**config.mk**
```make
export PLATFORM = sky130hd
export DESIGN_NAME = alu_req_scheduler
export DESIGN_NICKNAME = d
export VERILOG_FILES = /design/src/rtl/alu_req_scheduler.sv
export SDC_FILE = /design/constraint.sdc
export NUM_CORES = 1
export LEC_CHECK = 0
export BUFFER_PORTS_ARGS = -buffer_cell sky130_fd_sc_hd__buf_4
export CORE_ASPECT_RATIO = 0.5
export CORE_MARGIN = 2
export CORE_UTILIZATION = 45
export CTS_CLUSTER_SIZE = 30
export DETAILED_ROUTE_END_ITERATION = 12
export GPL_TIMING_DRIVEN = 0
export PLACE_DENSITY = 0.79
export SYNTH_ARGS = -nofsm -noshare
export SYNTH_HDL_FRONTEND = slang
export SYNTH_SLANG_ARGS = --single-unit
```
**constraint.sdc**
```tcl
create_clock -name clk -period 1.95 [get_ports clk]
set_input_delay 0.39 -clock clk [delete_from_list [all_inputs] [get_ports clk]]
set_output_delay 0.39 -clock clk [all_outputs]
set_load 0.005 [all_outputs]
```
**src/rtl/alu_req_scheduler.sv**
```systemverilog
// alu_req_scheduler
// Round-robin scheduler that shares one ALU between two requesters. A request
// is accepted over a per-requester valid/ready channel and its operands are
// registered. They are presented to the ALU for one issue cycle and then held
// while a command-dependent latency elapses. The ALU result and flags are then
// captured and returned on a single response channel tagged with the
// requester index.
//
// Ports:
//   clk, rst                 rising-edge clock, asynchronous active-low reset
//   req_valid/req_ready      per-requester handshake (bit i = requester i)
//   req_opa/opb/cmd/mode/cin per-requester operation fields (slice i)
//   rsp_valid/rsp_ready      response handshake
//   rsp_id/rsp_res/rsp_flags requester tag, captured result and flags
//   alu_opa/opb/cmd/mode/cin ALU operation bus
//   alu_ce, alu_inp_valid    ALU clock enable and operand-valid bits
//   alu_res, alu_flags       ALU result {WIDTH+1} and {oflow,cout,g,l,e,err}
//   busy                     high whenever the scheduler is not idle
module alu_req_scheduler #(
  parameter int unsigned WIDTH     = 8,
  parameter int unsigned CMD_WIDTH = 4,
  parameter int unsigned LAT       = 1,
  parameter int unsigned LAT_MUL   = 2,
  parameter int unsigned MUL_CMD_A = 9,
  parameter int unsigned MUL_CMD_B = 10
) (
  input  logic                   clk,
  input  logic                   rst,
  input  logic [1:0]             req_valid,
  output logic [1:0]             req_ready,
  input  logic [2*WIDTH-1:0]     req_opa,
  input  logic [2*WIDTH-1:0]     req_opb,
  input  logic [2*CMD_WIDTH-1:0] req_cmd,
  input  logic [1:0]             req_mode,
  input  logic [1:0]             req_cin,
  output logic                   rsp_valid,
  input  logic                   rsp_ready,
  output logic                   rsp_id,
  output logic [WIDTH:0]         rsp_res,
  output logic [5:0]             rsp_flags,
  output logic [WIDTH-1:0]       alu_opa,
  output logic [WIDTH-1:0]       alu_opb,
  output logic [CMD_WIDTH-1:0]   alu_cmd,
  output logic                   alu_mode,
  output logic                   alu_cin,
  output logic                   alu_ce,
  output logic [1:0]             alu_inp_valid,
  input  logic [WIDTH:0]         alu_res,
  input  logic [5:0]             alu_flags,
  output logic                   busy
);

  localparam int unsigned LAT_MAX = (LAT > LAT_MUL) ? LAT : LAT_MUL;
  localparam int unsigned CNT_W   = $clog2(LAT_MAX + 1);

  typedef enum logic [1:0] {
    S_IDLE  = 2'd0,
    S_ISSUE = 2'd1,
    S_WAIT  = 2'd2,
    S_RESP  = 2'd3
  } state_e;

  state_e               state_q, state_d;
  logic                 last_grant_q;
  logic                 id_q;
  logic [WIDTH-1:0]     opa_q, opb_q;
  logic [CMD_WIDTH-1:0] cmd_q;
  logic                 mode_q, cin_q;
  logic [CNT_W-1:0]     cnt_q;
  logic [WIDTH:0]       res_q;
  logic [5:0]           flags_q;

  logic [1:0]           arb_ready;
  logic                 accept;
  logic                 gnt_idx;
  logic                 is_mul;
  logic [CNT_W-1:0]     lat_load;
  logic                 last_wait;
  logic                 capture;

  // Arbitration: a lone requester always wins; on contention the requester
  // that was not granted last time wins.
  always_comb begin
    arb_ready = '0;
    case (req_valid)
      2'b01:   arb_ready = 2'b01;
      2'b10:   arb_ready = 2'b10;
      2'b11:   arb_ready = last_grant_q ? 2'b01 : 2'b10;
      default: arb_ready = '0;
    endcase
  end

  // Reset is folded in so req_ready reads 0 for the whole time reset is held,
  // even though the state register then sits in IDLE.
  assign req_ready = (rst && (state_q == S_IDLE)) ? arb_ready : 2'b00;
  assign accept    = |(req_valid & req_ready);
  assign gnt_idx   = req_ready[1];

  assign is_mul   = mode_q && ((cmd_q == CMD_WIDTH'(MUL_CMD_A)) ||
                               (cmd_q == CMD_WIDTH'(MUL_CMD_B)));
  assign lat_load = is_mul ? CNT_W'(LAT_MUL) : CNT_W'(LAT);

  assign last_wait = (cnt_q == CNT_W'(1));
  assign capture   = (state_q == S_WAIT) && last_wait;

  always_comb begin
    state_d = state_q;
    case (state_q)
      S_IDLE:  if (accept) state_d = S_ISSUE;
      S_ISSUE: state_d = S_WAIT;
      S_WAIT:  if (last_wait) state_d = S_RESP;
      S_RESP:  if (rsp_ready) state_d = S_IDLE;
      default: state_d = S_IDLE;
    endcase
  end

  always_ff @(posedge clk or negedge rst) begin
    if (!rst) begin
      state_q <= S_IDLE;
    end else begin
      state_q <= state_d;
    end
  end

  always_ff @(posedge clk or negedge rst) begin
    if (!rst) begin
      last_grant_q <= 1'b1;
      id_q         <= 1'b0;
      opa_q        <= '0;
      opb_q        <= '0;
      cmd_q        <= '0;
      mode_q       <= 1'b0;
      cin_q        <= 1'b0;
      cnt_q        <= '0;
      res_q        <= '0;
      flags_q      <= '0;
    end else begin
      if (accept) begin
        opa_q        <= gnt_idx ? req_opa[2*WIDTH-1:WIDTH] : req_opa[WIDTH-1:0];
        opb_q        <= gnt_idx ? req_opb[2*WIDTH-1:WIDTH] : req_opb[WIDTH-1:0];
        cmd_q        <= gnt_idx ? req_cmd[2*CMD_WIDTH-1:CMD_WIDTH] : req_cmd[CMD_WIDTH-1:0];
        mode_q       <= req_mode[gnt_idx];
        cin_q        <= req_cin[gnt_idx];
        id_q         <= gnt_idx;
        last_grant_q <= gnt_idx;
      end
      if (state_q == S_ISSUE) begin
        cnt_q <= lat_load;
      end else if (state_q == S_WAIT) begin
        cnt_q <= cnt_q - CNT_W'(1);
      end
      if (capture) begin
        res_q   <= alu_res;
        flags_q <= alu_flags;
      end
    end
  end

  assign alu_opa       = opa_q;
  assign alu_opb       = opb_q;
  assign alu_cmd       = cmd_q;
  assign alu_mode      = mode_q;
  assign alu_cin       = cin_q;
  assign alu_ce        = (state_q == S_ISSUE) || (state_q == S_WAIT);
  assign alu_inp_valid = (state_q == S_ISSUE) ? 2'b11 : 2'b00;

  assign rsp_valid = (state_q == S_RESP);
  assign rsp_id    = id_q;
  assign rsp_res   = res_q;
  assign rsp_flags = flags_q;
  assign busy      = (state_q != S_IDLE);

endmodule

```
==> impl_summary.log <==
[metrics] number of buffers created by CTS: 5
[metrics] area delta synth->final: 49.5%
[metrics] arithmetic-cell share of the synthesized area counting full adders, half adders and majority gates: 3.42%
[metrics] clock tree from TritonCTS: built
[metrics] type of the worst min-delay path: in -> async
[metrics] r2r worst-path depth: 5
[metrics] dpl cell area: 3090 µm²
[metrics] pin count of the biggest net entering global routing: slightly below 50
[metrics] number of H-tree levels: 2
[metrics] Fin Clk Skew: 0.00734 ns
[metrics] Fin. Hold Viols: 0
[metrics] EDFF count, synth: 0
[metrics] Cell variety after synth: 30
[metrics] total number of placement rows: 17
[metrics] slack of the critical path: 0.0619 ns
[metrics] start-to-end type of the worst setup path: reg -> out
[metrics] Congestion Overflow GR: 0
[metrics] fmax: between 500 and 600 MHz
[metrics] main combinational cell family by area after synthesis: compound AO/OA/AOI/OAI gates
[metrics] antenna diode count: 0
[metrics] vertical die dimension: 53.4 µm
[metrics] ratio of final minimum period to clock period: 96.8%
[metrics] delay-heaviest family, CP: flip-flops
[metrics] number of buffers and inverters on the critical path: 3
[metrics] critical path arrival: 1.50 ns
[metrics] DRC violation count after routing: 0
[metrics] clock transition at the register clock pins on the worst setup and hold paths after CTS: 0.09 ns
[metrics] gpl congestion: 0.746
[metrics] Worst Max-Slew Pin Slew: 0.453 ns
[metrics] startpoint of the most critical register-to-register path: state_q[1]
[metrics] most numerous cell types in the synthesized netlist: dfrtp_1, a22o_1, o21bai_1, o2bb2ai_1, mux2_2
[metrics] synthesized netlist net count: ~250
[metrics] effective utilization at floorplan: about half
[metrics] commonest register cell after synthesis: dfrtp_1
[metrics] outcome: completed
[metrics] top cell type by total area after synthesis: dfrtp_1
[metrics] largest fanout of any net on the critical path: 7
[metrics] worst vdd ir: 0.569 mV
[metrics] via count: 1905
[metrics] total I/O pin count: between 100 and 150
[metrics] Skew-Pair Late Insertion Delay: roughly 0.29 ns
[metrics] Worst Setup Start Kind: flip-flop
[metrics] remaining antenna violation count: 0
[metrics] area fraction in and, or, nand and nor cells after synthesis: 4.96%
[metrics] sequence of cells on the critical path: inv_2 > ha_4 > nand3_4 > buf_6 > nor2_1 > buf_4
[metrics] cell leakage power: between 1.5 and 2 nW
[metrics] fraction of the yosys area taken by sequential cells: 49.1%
[metrics] wire length of the first global-routing pass: ~9 mm
[metrics] main area contributors after synthesis: dfrtp_1, a22o_1, o2bb2ai_1, mux2_2, o21bai_1
[metrics] count of yosys warnings during synthesis: 0
[metrics] post-route minimum period: 1.89 ns
[metrics] final count of negative-setup-slack endpoints: 0
[metrics] fraction of registers with async set or reset after synthesis: 100%
[metrics] Root Buffer: clkbuf_8
[metrics] kind of capture point of the worst setup path: output pin
[metrics] total global-route track usage: 20.9%
[metrics] DRT iter0 DRCs: 39
[metrics] register bit count reported by yosys: 43
[metrics] dpl hpwl: 4.11 mm
[metrics] R2R Path End: rsp_res[5]
[metrics] worst setup path endpoint: req_ready[1]
[metrics] required time at the worst-slack endpoint: roughly 1.6 ns
[metrics] final standard cell area without fillers: 3280 µm²
[metrics] count of port buffers added during placement: roughly 110
[metrics] Synth top area share: 47.9%
[metrics] maximum cell stage delay along the critical path: ~0.42 ns
[metrics] via count of the first global-routing pass: 1899
[metrics] relative slew slack: between 60% and 70%
[metrics] worst-case hold slack: around 0.027 ns
[metrics] flop-to-flop setup slack: 0.19 ns
[metrics] total length of routed wires: 5.55 mm
[metrics] total power density per cell area: 1370 nW/µm²
[metrics] number of clock sinks seen by CTS: 43
[metrics] Setup TNS Final: 0 ns
[metrics] WL per Instance: 15.1 µm
[metrics] Netlist Area Pre-Place: approximately 2200 µm²
[metrics] source of the critical timing path: state_q[1]
[metrics] Layout Utilization: 72.1%
[metrics] RSZ-0062 raised after global routing: yes
[metrics] buffers from clock root to sink, at most: 2
[metrics] mean cell area of the mapped netlist: 12.3 µm²
[metrics] post-placement setup slack: -0.128 ns
[metrics] cell with the most instances after synthesis: dfrtp_1
[metrics] core area: about 4600 µm²
[metrics] Synth Area in XOR/XNOR: less than 1%
[metrics] total number of cells along the worst setup path: 6
[metrics] max-capacitance violation count: 0
[metrics] via-per-instance ratio: about 5.2
[metrics] fraction of final layout cells sized beyond drive strength 1: approximately 55%
[metrics] die boundary width: 103 µm
[metrics] number of buffers inserted for hold repair after clock tree synthesis: 0
[metrics] total die area: 5490 µm²
[metrics] initial antenna violation count: 0
[metrics] Compound-Gate Fraction of Synth Area: 28.6%
[metrics] drt first pass iters: 5
[metrics] crit path max-delay cell type: dfrtp_1
[metrics] final-stage net count: 371
[metrics] Slew Viols, Final: 0
[metrics] multiplexer share of the synthesized area: under 10%
[metrics] Cells after Synth: 179
==> timing repair <==
action	CTS	global route
cloned	0	0
pin swaps	0	2
resized for setup	10	2
endpoints found under the setup margin	2	2
setup buffers	3	5
==> placed cells by master, fill, tap and decap left out, types with 2 or more instances in the layout <==
master      count
buf_4         119
dfrtp_1        42
o2bb2ai_1      22
o21bai_1       22
a22o_1         22
mux2_2         15
nor2_1          7
buf_2           6
buf_6           5
ha_1            5
clkbuf_8        5
inv_1           3
nor2b_1         3
inv_2           2
nand3_4         2
nand2b_1        2
clkinvlp_4      2
==> where the power goes <==
part / switching [mW] / total (mW) / internal (mW)
registers: 0.261 / 1.60 / 1.34
logic: 0.915 / 2.32 / 1.41
clock network: 0.308 / 0.557 / 0.249
total: 1.48 / 4.48 / 3.00
==> per-stage QoR <==
stage | instances | power [mW]
after floorplan | 179 | 2.74
after global placement | 353 | 3.72
after detailed placement | 353 | 3.81
after CTS | 364 | 4.49
after global routing | 368 | 4.82
final | 368 | 4.48
==> logic make-up after synthesis <==
logic type | count (synthesis)
AOI/OAI and AO/OA | 74
xor gates and xnor gates | 1
adders and majority gates | 6
buffers and inverters | 20
DFF | 43
muxes | 16
and+or+nand+nor | 19
==> worst min path at each step <==
stage                     cells after the start         end  slack, ns  from
after floorplan                               0     alu_cin       0.09   rst
after global placement                        1      rsp_id       0.44   rst
after detailed placement                      1  alu_opb[2]       0.44   rst
after CTS                                     1  alu_opb[2]       0.03   rst
after global routing                          1  alu_opa[1]       0.06   rst
final                                         1  alu_opa[1]       0.03   rst
==> registers in the layout, indices dropped and copies added, names as in the netlist <==
signal and count:
alu_cmd 4, last_grant_q 1, alu_opb 8, state_q 2, alu_opa 8, alu_cin 1
cnt_q 2, alu_mode 1, rsp_id 1, rsp_flags 6, rsp_res 9
==> layer usage <==
layer | vias to the layer above | track usage [%] | routed length, µm
met5 | - | 0 | 0
met4 | 0 | 3.95 | 20
met3 | 2 | 5.15 | 325
met2 | 59 | 37.4 | 2750
met1 | 924 | 26.3 | 2450
li1 | 920 | - | -
==> final cells by class <==
| class | instances | area [µm²] |
|---|---|---|
| Clock buffer | 5 | 68.8 |
| Tap cell | 66 | 82.6 |
| Fill cell | 350 | 1270 |
| Clock inverter | 3 | 20.0 |
| Buffer | 14 | 105 |
| Sequential cell | 43 | 1080 |
| Timing Repair Buffer | 116 | 875 |
| Multi-Input combinational cell | 116 | 1030 |
| Inverter | 5 | 18.8 |
Power figures use the tool's default switching activity.
